==> config.mk <==
export PLATFORM = sky130hd
export DESIGN_NAME = tetris_move_sequencer
export DESIGN_NICKNAME = d
export VERILOG_FILES = /design/src/rtl/tetris_move_sequencer.sv
export SDC_FILE = /design/constraint.sdc
export NUM_CORES = 1
export LEC_CHECK = 0
export CAP_MARGIN = 15
export CORE_MARGIN = 4
export CORE_UTILIZATION = 35
export CTS_BUF_LIST = sky130_fd_sc_hd__clkbuf_8
export DETAILED_ROUTE_END_ITERATION = 10
export HOLD_SLACK_MARGIN = 0.02
export PLACE_DENSITY = 0.61
export SYNTH_ARGS = -nofsm -noshare
export SYNTH_HDL_FRONTEND = slang
export SYNTH_SLANG_ARGS = --single-unit
export TNS_END_PERCENT = 30
==> constraint.sdc <==
create_clock -name clk -period 1.9 [get_ports clk]
set_input_delay 0.38 -clock clk [delete_from_list [all_inputs] [get_ports clk]]
set_output_delay 0.38 -clock clk [all_outputs]
set_load 0.05 [all_outputs]
==> src/rtl/tetris_move_sequencer.sv <==
// Falling-piece move sequencer: merges gravity ticks and key pulses into one stream
// of candidate positions, checks each with the board over valid/done, locks and respawns.
module tetris_move_sequencer #(
    parameter int COLS    = 10,
    parameter int ROWS    = 20,
    parameter int SPAWN_X = 4,
    parameter int SPAWN_Y = 0
) (
    input  logic       clk,
    input  logic       rst,
    input  logic       game_en,
    input  logic       tick,
    input  logic       key_left,
    input  logic       key_right,
    input  logic       key_rot,
    input  logic       key_down,
    input  logic       key_drop,
    output logic       req_valid,
    output logic [3:0] req_x,
    output logic [4:0] req_y,
    output logic [1:0] req_rot,
    input  logic       chk_done,
    input  logic       chk_ok,
    output logic [3:0] piece_x,
    output logic [4:0] piece_y,
    output logic [1:0] piece_rot,
    output logic       piece_valid,
    output logic       lock_valid,
    output logic       game_over
);

    typedef enum logic [2:0] {
        S_IDLE, S_SPAWN, S_READY, S_WAIT, S_HARD, S_LOCK
    } state_t;

    typedef enum logic [2:0] {
        SRC_SPAWN, SRC_HD, SRC_ROT, SRC_L, SRC_R, SRC_DN
    } src_t;

    localparam int P_HD  = 4;
    localparam int P_ROT = 3;
    localparam int P_L   = 2;
    localparam int P_R   = 1;
    localparam int P_DN  = 0;

    localparam logic [3:0] X_MAX = 4'(COLS - 1);
    localparam logic [4:0] Y_MAX = 5'(ROWS - 1);

    state_t      r_state;
    src_t        r_src;
    logic [4:0]  r_pend;
    logic        r_arm;
    logic [3:0]  r_cand_x;
    logic [4:0]  r_cand_y;
    logic [1:0]  r_cand_rot;
    logic        r_cand_fail;
    logic        r_req_valid;
    logic [3:0]  r_req_x;
    logic [4:0]  r_req_y;
    logic [1:0]  r_req_rot;
    logic [3:0]  r_piece_x;
    logic [4:0]  r_piece_y;
    logic [1:0]  r_piece_rot;
    logic        r_piece_valid;
    logic        r_lock_valid;
    logic        r_game_over;

    logic [4:0]  w_sel_clr;
    src_t        w_sel_src;
    logic        w_sel_any;
    logic        w_sel_skip;
    logic        w_sel_fail;
    logic [3:0]  w_sel_x;
    logic [4:0]  w_sel_y;
    logic [1:0]  w_sel_rot;
    logic [4:0]  w_pend_set;
    logic [4:0]  w_pend_clr;
    logic [4:0]  w_pend_next;

    // Highest-priority pending move and its candidate; a blocked side move is just skipped.
    always_comb begin
        w_sel_clr  = '0;
        w_sel_src  = SRC_DN;
        w_sel_any  = |r_pend;
        w_sel_skip = 1'b0;
        w_sel_fail = 1'b0;
        w_sel_x    = r_piece_x;
        w_sel_y    = r_piece_y;
        w_sel_rot  = r_piece_rot;
        if (r_pend[P_HD]) begin
            w_sel_clr[P_HD] = 1'b1;
            w_sel_src       = SRC_HD;
            w_sel_fail      = (r_piece_y == Y_MAX);
            w_sel_y         = r_piece_y + 5'd1;
        end else if (r_pend[P_ROT]) begin
            w_sel_clr[P_ROT] = 1'b1;
            w_sel_src        = SRC_ROT;
            w_sel_rot        = r_piece_rot + 2'd1;
        end else if (r_pend[P_L]) begin
            w_sel_clr[P_L] = 1'b1;
            w_sel_src      = SRC_L;
            w_sel_skip     = (r_piece_x == 4'd0);
            w_sel_x        = r_piece_x - 4'd1;
        end else if (r_pend[P_R]) begin
            w_sel_clr[P_R] = 1'b1;
            w_sel_src      = SRC_R;
            w_sel_skip     = (r_piece_x == X_MAX);
            w_sel_x        = r_piece_x + 4'd1;
        end else if (r_pend[P_DN]) begin
            w_sel_clr[P_DN] = 1'b1;
            w_sel_src       = SRC_DN;
            w_sel_fail      = (r_piece_y == Y_MAX);
            w_sel_y         = r_piece_y + 5'd1;
        end
    end

    always_comb begin
        w_pend_set = {key_drop, key_rot, key_left, key_right, tick | key_down};
        w_pend_clr = (r_state == S_READY && !r_arm) ? w_sel_clr : 5'd0;
        if (!game_en || r_state == S_IDLE || r_state == S_LOCK) begin
            w_pend_next = '0;
        end else begin
            w_pend_next = (r_pend & ~w_pend_clr) | w_pend_set;
        end
    end

    // Every issue is two-step: latch the candidate (r_arm), then raise the request next edge.
    always_ff @(posedge clk) begin
        if (rst) begin
            r_state       <= S_IDLE;
            r_src         <= SRC_SPAWN;
            r_pend        <= '0;
            r_arm         <= 1'b0;
            r_cand_x      <= '0;
            r_cand_y      <= '0;
            r_cand_rot    <= '0;
            r_cand_fail   <= 1'b0;
            r_req_valid   <= 1'b0;
            r_req_x       <= '0;
            r_req_y       <= '0;
            r_req_rot     <= '0;
            r_piece_x     <= '0;
            r_piece_y     <= '0;
            r_piece_rot   <= '0;
            r_piece_valid <= 1'b0;
            r_lock_valid  <= 1'b0;
            r_game_over   <= 1'b0;
        end else begin
            r_pend <= w_pend_next;
            if (!game_en) begin
                r_state       <= S_IDLE;
                r_req_valid   <= 1'b0;
                r_arm         <= 1'b0;
                r_lock_valid  <= 1'b0;
                r_piece_valid <= 1'b0;
            end else begin
                case (r_state)
                    S_IDLE: begin
                        r_arm         <= 1'b0;
                        r_lock_valid  <= 1'b0;
                        r_piece_valid <= 1'b0;
                        if (!r_game_over) r_state <= S_SPAWN;
                    end
                    S_SPAWN: begin
                        if (!r_arm) begin
                            r_cand_x    <= 4'(SPAWN_X);
                            r_cand_y    <= 5'(SPAWN_Y);
                            r_cand_rot  <= 2'd0;
                            r_cand_fail <= 1'b0;
                            r_src       <= SRC_SPAWN;
                            r_arm       <= 1'b1;
                        end else begin
                            r_req_x     <= r_cand_x;
                            r_req_y     <= r_cand_y;
                            r_req_rot   <= r_cand_rot;
                            r_req_valid <= 1'b1;
                            r_arm       <= 1'b0;
                            r_state     <= S_WAIT;
                        end
                    end
                    S_READY, S_HARD: begin
                        if (r_arm) begin
                            r_arm <= 1'b0;
                            if (r_cand_fail) begin
                                r_lock_valid <= 1'b1;
                                r_state      <= S_LOCK;
                            end else begin
                                r_req_x     <= r_cand_x;
                                r_req_y     <= r_cand_y;
                                r_req_rot   <= r_cand_rot;
                                r_req_valid <= 1'b1;
                                r_state     <= S_WAIT;
                            end
                        end else if (r_state == S_HARD) begin
                            r_cand_x    <= r_piece_x;
                            r_cand_y    <= r_piece_y + 5'd1;
                            r_cand_rot  <= r_piece_rot;
                            r_cand_fail <= (r_piece_y == Y_MAX);
                            r_src       <= SRC_HD;
                            r_arm       <= 1'b1;
                        end else if (w_sel_any && !w_sel_skip) begin
                            r_cand_x    <= w_sel_x;
                            r_cand_y    <= w_sel_y;
                            r_cand_rot  <= w_sel_rot;
                            r_cand_fail <= w_sel_fail;
                            r_src       <= w_sel_src;
                            r_arm       <= 1'b1;
                        end
                    end
                    S_WAIT: begin
                        if (chk_done) begin
                            r_req_valid <= 1'b0;
                            if (chk_ok) begin
                                r_piece_x     <= r_req_x;
                                r_piece_y     <= r_req_y;
                                r_piece_rot   <= r_req_rot;
                                r_piece_valid <= 1'b1;
                                r_state       <= (r_src == SRC_HD) ? S_HARD : S_READY;
                            end else begin
                                case (r_src)
                                    SRC_SPAWN: begin
                                        r_game_over   <= 1'b1;
                                        r_piece_valid <= 1'b0;
                                        r_state       <= S_IDLE;
                                    end
                                    SRC_HD, SRC_DN: begin
                                        r_lock_valid <= 1'b1;
                                        r_state      <= S_LOCK;
                                    end
                                    default: r_state <= S_READY;
                                endcase
                            end
                        end
                    end
                    S_LOCK: begin
                        r_lock_valid <= 1'b0;
                        r_state      <= S_SPAWN;
                    end
                    default: r_state <= S_IDLE;
                endcase
            end
        end
    end

    assign req_valid   = r_req_valid;
    assign req_x       = r_req_x;
    assign req_y       = r_req_y;
    assign req_rot     = r_req_rot;
    assign piece_x     = r_piece_x;
    assign piece_y     = r_piece_y;
    assign piece_rot   = r_piece_rot;
    assign piece_valid = r_piece_valid;
    assign lock_valid  = r_lock_valid;
    assign game_over   = r_game_over;

endmodule

### Word-level counts from Yosys, hierarchy flattened

Index checks and enable logic that the tools add are counted.

* register bits: 50
* latch bits: 0
* RAM bits: 0
* memory bits (read-only): 0
* input port bits: 11
* output and inout port bits: 26
* memories kept: 0

* add/sub/neg operators: 4
* multipliers: 0
* divide/modulo/power cells: 0
* order comparisons: 0
* equality and inequality tests: 21
* shifts and indexed selects: 0
* mux-type cells: 100
* bitwise operators: 6
* reductions and logical operators: 29

Operator list (count)
* $mux 5: 13
* $mux 4: 12
* $mux 3: 15
* $mux 1: 36
* $mux 2: 10
* $ne 2x2->1 const B: 10
* $pmux 5 s2: 2
* $reduce_and 5->1: 4
* $pmux 4 s2: 2
* $pmux 3 s5: 1
* $pmux 3 s2: 2
* $reduce_or 2->1: 5
* $eq 3x3->1 const B: 3
* $pmux 1 s3: 3
* $reduce_bool 3->1: 3
* $pmux 2 s2: 2
* $reduce_and 4->1: 2
* $eq 3x1->1 const B: 2
* $eq 3x2->1 const B: 2
* $logic_not 3->1: 2
* $ne 3x3->1 const B: 2
* $reduce_and 6->1: 1
* $add 5x1->5 const B: 1
* $and 5x5->5: 1
* other kinds (17): 24

### Depth between registers and ports, before layout

* word-level depth: 11
* mapped depth: 8
* depth with buffers taken out: 7

### Worst setup path before layout

No wires, ideal clock.

* path kind: register -> register
* start point: reg r_piece_x[0], in the netlist piece_x[0]
* end point: reg r_cand_y[2]
* setup time: 0.128 ns
* arrival: 2.234 ns
* data required time: 1.772 ns
* slack: -0.462 ns
* cell stages (with the launch flop): 9
* buffers on the path: 1
* period minus slack after synthesis: 2.362 ns
* path through: dfxtp_1 > inv_1 > ha_1 > a21oi_1 > a211oi_2 > o41a_1 > buf_4 > a22oi_1 > nor2_1

* longest elaborated chain between the ends: 9
* elaborated cells between the ends (all ways): 10
* those cells by class: eq/ne: 2; mux: 4; reduce/logical: 4

Ends and longest elaborated chain
* start, declared: RTL line 61 `logic [3:0] r_piece_x;`
* start signal, assigned: RTL line 214 `r_piece_x <= r_req_x;`
* $eq 4x4->1: RTL line 107 `w_sel_skip = (r_piece_x == X_MAX);`
* $mux 1: RTL line 104 `end else if (r_pend[P_R]) begin`
* $mux 1 (*): RTL line 99 `end else if (r_pend[P_L]) begin`
* $mux 1 (*): RTL line 95 `end else if (r_pend[P_ROT]) begin`
* $mux 1 (*): RTL line 90 `if (r_pend[P_HD]) begin`
* $logic_not 1->1 (*): RTL line 201 `end else if (w_sel_any && !w_sel_skip) begin`
* $logic_and 1x1->1 (*): RTL line 201
* $ne 3x3->1 (no line) (*)
* $reduce_and 5->1 (no line) (*)
* end signal, assigned: RTL line 167 `r_cand_y <= 5'(SPAWN_Y);`
* end signal, assigned: RTL line 196 `r_cand_y <= r_piece_y + 5'd1;`
* end signal, assigned: RTL line 203 `r_cand_y <= w_sel_y;`
* end, declared: RTL line 54 `logic [4:0] r_cand_y;`

Mark *: on every way between the ends. The rest lies on a longest branch, timed or not.
A chain may end at the register's enable or synchronous reset.

### Final worst setup path

* start point: reg r_pend[1]
* end point: reg r_cand_y[4]

* longest elaborated chain between the ends: 8
* elaborated cells between the ends (all ways): 17
* those cells by class: eq/ne: 1; mux: 12; reduce/logical: 4

Ends and longest elaborated chain
* start, declared: RTL line 51 `logic [4:0] r_pend;`
* start signal, assigned: RTL line 149 `r_pend <= w_pend_next;`
* $mux 5 / $mux 1 (equally long branches): RTL line 104
* $mux 5 / $mux 1 (equally long branches): RTL line 99
* $mux 5 / $mux 1 (equally long branches): RTL line 95
* $mux 5 / $mux 1 (equally long branches): RTL line 90
* $mux 5 / $logic_not 1->1 (equally long branches): RTL line 201
* $mux 5 / $logic_and 1x1->1 (equally long branches): RTL line 194, 201
* $mux 5 / $ne 3x3->1 (equally long branches)
* $pmux 5 s2 / $reduce_and 5->1 (equally long branches)

Parallel ways exist; a longest one is shown, timed or not. The select of a mux whose other input is x is not followed.

==> qor.txt <==
OUTCOME
--------------------------------------------------------------------------------------------------
Status                                                                                   completed

FLOORPLAN
--------------------------------------------------------------------------------------------------
Number of standard-cell rows in the floorplan                                                   30
Width of the chip                                                                     92.90 microns
Number of placed I/O pins                                                                       37
DIE AREA                                                                              0.008629 sq mm
Core area                                                                             0.006907 sq mm
Initial cell density of the core                                                            0.3652
Die boundary height                                                                   92.90 microns

POWER AND IR DROP
--------------------------------------------------------------------------------------------------
Int Pwr                                                                                   1.532 mW
Logic pwr share                                                                              0.098
Leakage power of the design                                                               1.457 nW
Sequential cell fraction of total power                                                      0.526
Ratio of total power to cell area                                                     607.6 mW/mm^2
Clock network fraction of total power                                                        0.376
Switching component of the power                                                          484.1 uW
IR drop worst, VDD                                                                     0.0003790 V
Switching portion of total power                                                            0.2401

SYNTH
--------------------------------------------------------------------------------------------------
Area fraction in compound gates after synthesis                                             0.1801
Portion of the post-synthesis area used by sequential elements                              0.3968
Number of distinct standard cells referenced by the synthesized netlist                         49
Multiplexer area fraction after synthesis                                                  0.09177
Adder-cell share of the synthesized area                                                   0.02877
Number of instances in the synthesized netlist                                                 286
Number of warnings issued by yosys                                                               0
Cell accounting for the most synthesized area                                              dfxtp_1
Post-Synth XOR/XNOR Area                                                                   0.03819
Mean instance size in the synthesized netlist                                          8.820 sq um
Ys async rst share                                                                               0
Ranking of synthesized cells by area                                                  dfxtp_1 (40%), mux2i_1 (8.7%), nor2_1 (6.0%)
Post-synthesis cell area                                                              0.002522 sq mm
Number of synthesized register bits                                                             50
EDFF count, synth                                                                                0
Simple-gate share of the synthesized area                                                   0.2093
Most used DFF post-synth                                                                   dfxtp_1
Combinational family with the most area after synthesis                               simple AND/OR/NAND/NOR gates
Fraction of post-synthesis cell area in the top cell type by area                           0.3968
Synthesized netlist net count                                                                  302

CLOCK TREE
--------------------------------------------------------------------------------------------------
Clock latency on the worst-skew pair                                                       0.31 ns
Root Buffer                                                                               clkbuf_8
TritonCTS Buffers                                                                                5
Hold-fix buffer count after cts                                                                  0
Clock tree from TritonCTS                                                                      yes
Deepest clock path buffer count                                                                  2
Number of sinks on the clock net                                                                50
Clock transition time at the flip-flop clock pins of the worst setup and hold paths        0.10 ns
Max H-tree Level                                                                                 2

DRT
--------------------------------------------------------------------------------------------------
DR WL/cell                                                                            14.30 microns
Via total after detailed routing                                                              2279
Highest metal used                                                                            met4
Final Routed Wirelength                                                               6376 microns
Metal3 WL                                                                              276 microns
Vias per Instance                                                                            5.110
Iteration-0 DRC Markers                                                                         99
Routed metal-1 wirelength                                                             3138 microns
Detailed-router iteration count before antenna repair                                            4
Detail Route Antenna Nets                                                                        0
Amount of wire on met2 after detailed routing                                         2857 microns
Number of DRC violations after detailed routing                                                  0

STA
--------------------------------------------------------------------------------------------------
Number of pins exceeding their max-slew limit in the final report                                0
Worst slew margin relative to its limit                                                     0.5316
Maximum achievable frequency                                                            0.5450 GHz
Measured slew at the worst slew-check pin                                                0.6952 ns
Tcrit/Tclk final                                                                            0.9658
Final setup fails                                                                                0
RSZ-0062 raised after global routing                                                           yes
Final number of hold-violating endpoints                                                         0
Final critical path time including I/O delays and setup                                   1.835 ns
Worst-case clock skew                                                                  0.007021 ns

SETUP PATH
--------------------------------------------------------------------------------------------------
Worst setup slack for register-to-register paths                                           0.07 ns
Critical Path End Type                                                                        flop
R2R cell count                                                                                   6
Endpoint arrival time on the critical path                                                 2.06 ns
Worst setup SP type                                                                           flop
Setup crit start                                                                         r_pend[1]
Capture instance of the worst register-to-register path                                r_cand_y[4]
Kind of critical path                                                                 flop to flop
Startpoint of the lowest-slack register-to-register path                                 r_pend[1]
Crit Path Max Fanout                                                                             7
WP data required                                                                           2.12 ns
CP Capture Point                                                                       r_cand_y[4]

GRT
--------------------------------------------------------------------------------------------------
Global route total overflow                                                                      0
Antenna violations before repair                                                                 0
Total GRT Usage                                                                             0.1532
Pin count of the biggest net entering global routing                                            21
Wire length of the first global-routing pass                                          10710 microns
Via count of the first global-routing pass                                                    2185

FINAL LAYOUT
--------------------------------------------------------------------------------------------------
Final standard cell area without fillers                                              0.003318 sq mm
N_diodes                                                                                         0
Fillers                                                                                        706
Area growth from synthesis to layout                                                        31.55%
Number of nets at the end of the flow                                                          365
Proportion of layout cells with a drive suffix above 1                                      0.2657
Number of standard cells in the final layout excluding fillers                                 446

PLACED DESIGN
--------------------------------------------------------------------------------------------------
Detailed Place HPWL                                                                   4635 microns
Count of port buffers added during placement                                                    36
Last weighted congestion value of the routability-driven placer                             0.8590
Placed cell count                                                                              435
DP Area                                                                               0.003142 sq mm

JOB
--------------------------------------------------------------------------------------------------
Max-cap viol count                                                                               0

HOLD PATH
--------------------------------------------------------------------------------------------------
HP Class                                                                              flop to flop

## kinds of logic after synthesis
logic type / after synthesis
buffers and inverters: 29
adders and majority gates: 6
DFF: 50
xor gates and xnor gates: 11
AOI/OAI and AO/OA: 63
muxes: 23
and+or+nand+nor: 104
## routing by layer
| metal | GRT usage | up-vias |
|---|---|---|
| li1 | - | 1150 |
| met1 | 0.2104 | 1071 |
| met2 | 0.2376 | 47 |
| met3 | 0.03493 | 11 |
| met4 | 0.04884 | 0 |
| met5 | 0 | - |
## repair_timing
action / CTS / global route
setup buffers: 0 / 2
gates resized for setup: 3 / 8
cloned: 1 / 0
endpoints found under the setup margin: 9 / 20
pin swaps: 1 / 1
## worst min path at each step
stage	slack, ns	cells after the start	startpoint	endpoint
5_1_grt	0.49	2	lock_valid	lock_valid
6_report	0.45	2	lock_valid	lock_valid
3_3_place_gp	0.44	2	lock_valid	lock_valid
4_1_cts	0.45	2	lock_valid	lock_valid
3_5_place_dp	0.44	2	lock_valid	lock_valid
2_1_floorplan	0.43	2	r_cand_x[0]	r_cand_x[0]
## power groups by stage
stage	Sequential, mW	Clock [mW]	Combinational, mW
CTS	1.06	0.780	0.190
detailed placement	1.08	0	0.182
global placement	1.08	0	0.181
floorplan	1.09	0	0.105
finish	1.06	0.758	0.197
global route	1.06	0.814	0.214
## cell type report
type | instances | area, sq um | share of cell area
clock inverters | 3 | 40.04 | 0.01207
flip-flops and latches | 50 | 1013 | 0.3054
repair buffers | 72 | 595.6 | 0.1795
clock buffers | 5 | 68.82 | 0.02074
multi-input cells | 208 | 1435 | 0.4325
inverters | 12 | 45.04 | 0.01357
well taps | 96 | 120.1 | 0.03620
## stage by stage
stage	TNS (ns)	hold WS [ns]	setup WS (ns)	util	power [mW]
2_1_floorplan	0	0.4312	0.01236	-	1.190
3_3_place_gp	-2.207	0.4367	-0.2070	0.4549	1.266
3_5_place_dp	-2.660	0.4397	-0.2437	0.4549	1.267
4_1_cts	0	0.4546	0.02674	0.4745	2.031
5_1_grt	-0.02213	0.4874	-0.01481	0.4804	2.090
6_report	0	0.4496	0.06505	0.4804	2.016
## flip-flops by register name, indices dropped and copies added (netlist names), 3 cells and up
name and cells:
piece_y 5, r_cand_y 5, r_pend 5, req_y 5, piece_x 4, r_cand_x 4
req_x 4, r_src 3, r_state 3
## synth_stat cells (2+ instances only)
| cell | count |
|---|---|
| dfxtp_1 | 50 |
| nor2_1 | 40 |
| mux2i_1 | 22 |
| a21oi_1 | 18 |
| inv_1 | 12 |
| nand2_1 | 12 |
| nor3_1 | 11 |
| o21ai_0 | 10 |
| clkbuf_1 | 8 |
| nand2b_1 | 7 |
| xor2_1 | 6 |
| a22oi_1 | 5 |
| buf_4 | 5 |
| ha_1 | 5 |
| nand3_1 | 5 |
| nor2b_1 | 5 |
| o31ai_1 | 5 |
| or3_1 | 5 |
| xnor2_1 | 5 |
| a211oi_1 | 4 |
| nor3b_1 | 4 |
| buf_2 | 3 |
| nand4_1 | 3 |
| o32ai_1 | 3 |
| a31oi_1 | 2 |
| a41oi_1 | 2 |
| nand3b_1 | 2 |
| nor4b_1 | 2 |
| o2111ai_1 | 2 |
| o211ai_1 | 2 |
| or2_2 | 2 |
| or3b_2 | 2 |
## layout by cell type (no fill, tap or decap), types with 3 or more instances in the layout
| cell type | Yosys | final |
|---|---|---|
| a211oi_1 | 4 | 4 |
| a21oi_1 | 18 | 16 |
| a22oi_1 | 5 | 5 |
| buf_4 | 5 | 58 |
| clkbuf_8 | 0 | 5 |
| clkdlybuf4s50_1 | 0 | 12 |
| dfxtp_1 | 50 | 44 |
| dfxtp_2 | 0 | 4 |
| ha_1 | 5 | 5 |
| inv_1 | 12 | 11 |
| mux2i_1 | 22 | 22 |
| nand2_1 | 12 | 12 |
| nand2b_1 | 7 | 7 |
| nand3_1 | 5 | 5 |
| nand4_1 | 3 | 3 |
| nor2_1 | 40 | 40 |
| nor2b_1 | 5 | 5 |
| nor3_1 | 11 | 10 |
| nor3b_1 | 4 | 4 |
| o21ai_0 | 10 | 10 |
| o31ai_1 | 5 | 4 |
| o32ai_1 | 3 | 3 |
| or3_1 | 5 | 4 |
| xnor2_1 | 5 | 5 |
| xor2_1 | 6 | 6 |
## critical path, stage by stage (launching register included)
cell and delay (ns):
dfxtp_1 0.38, or4_4 0.58, nor2_4 0.18, o41ai_4 0.09, buf_4 0.17, buf_4 0.14
o32ai_1 0.21
(Power assumes the default switching activity.)
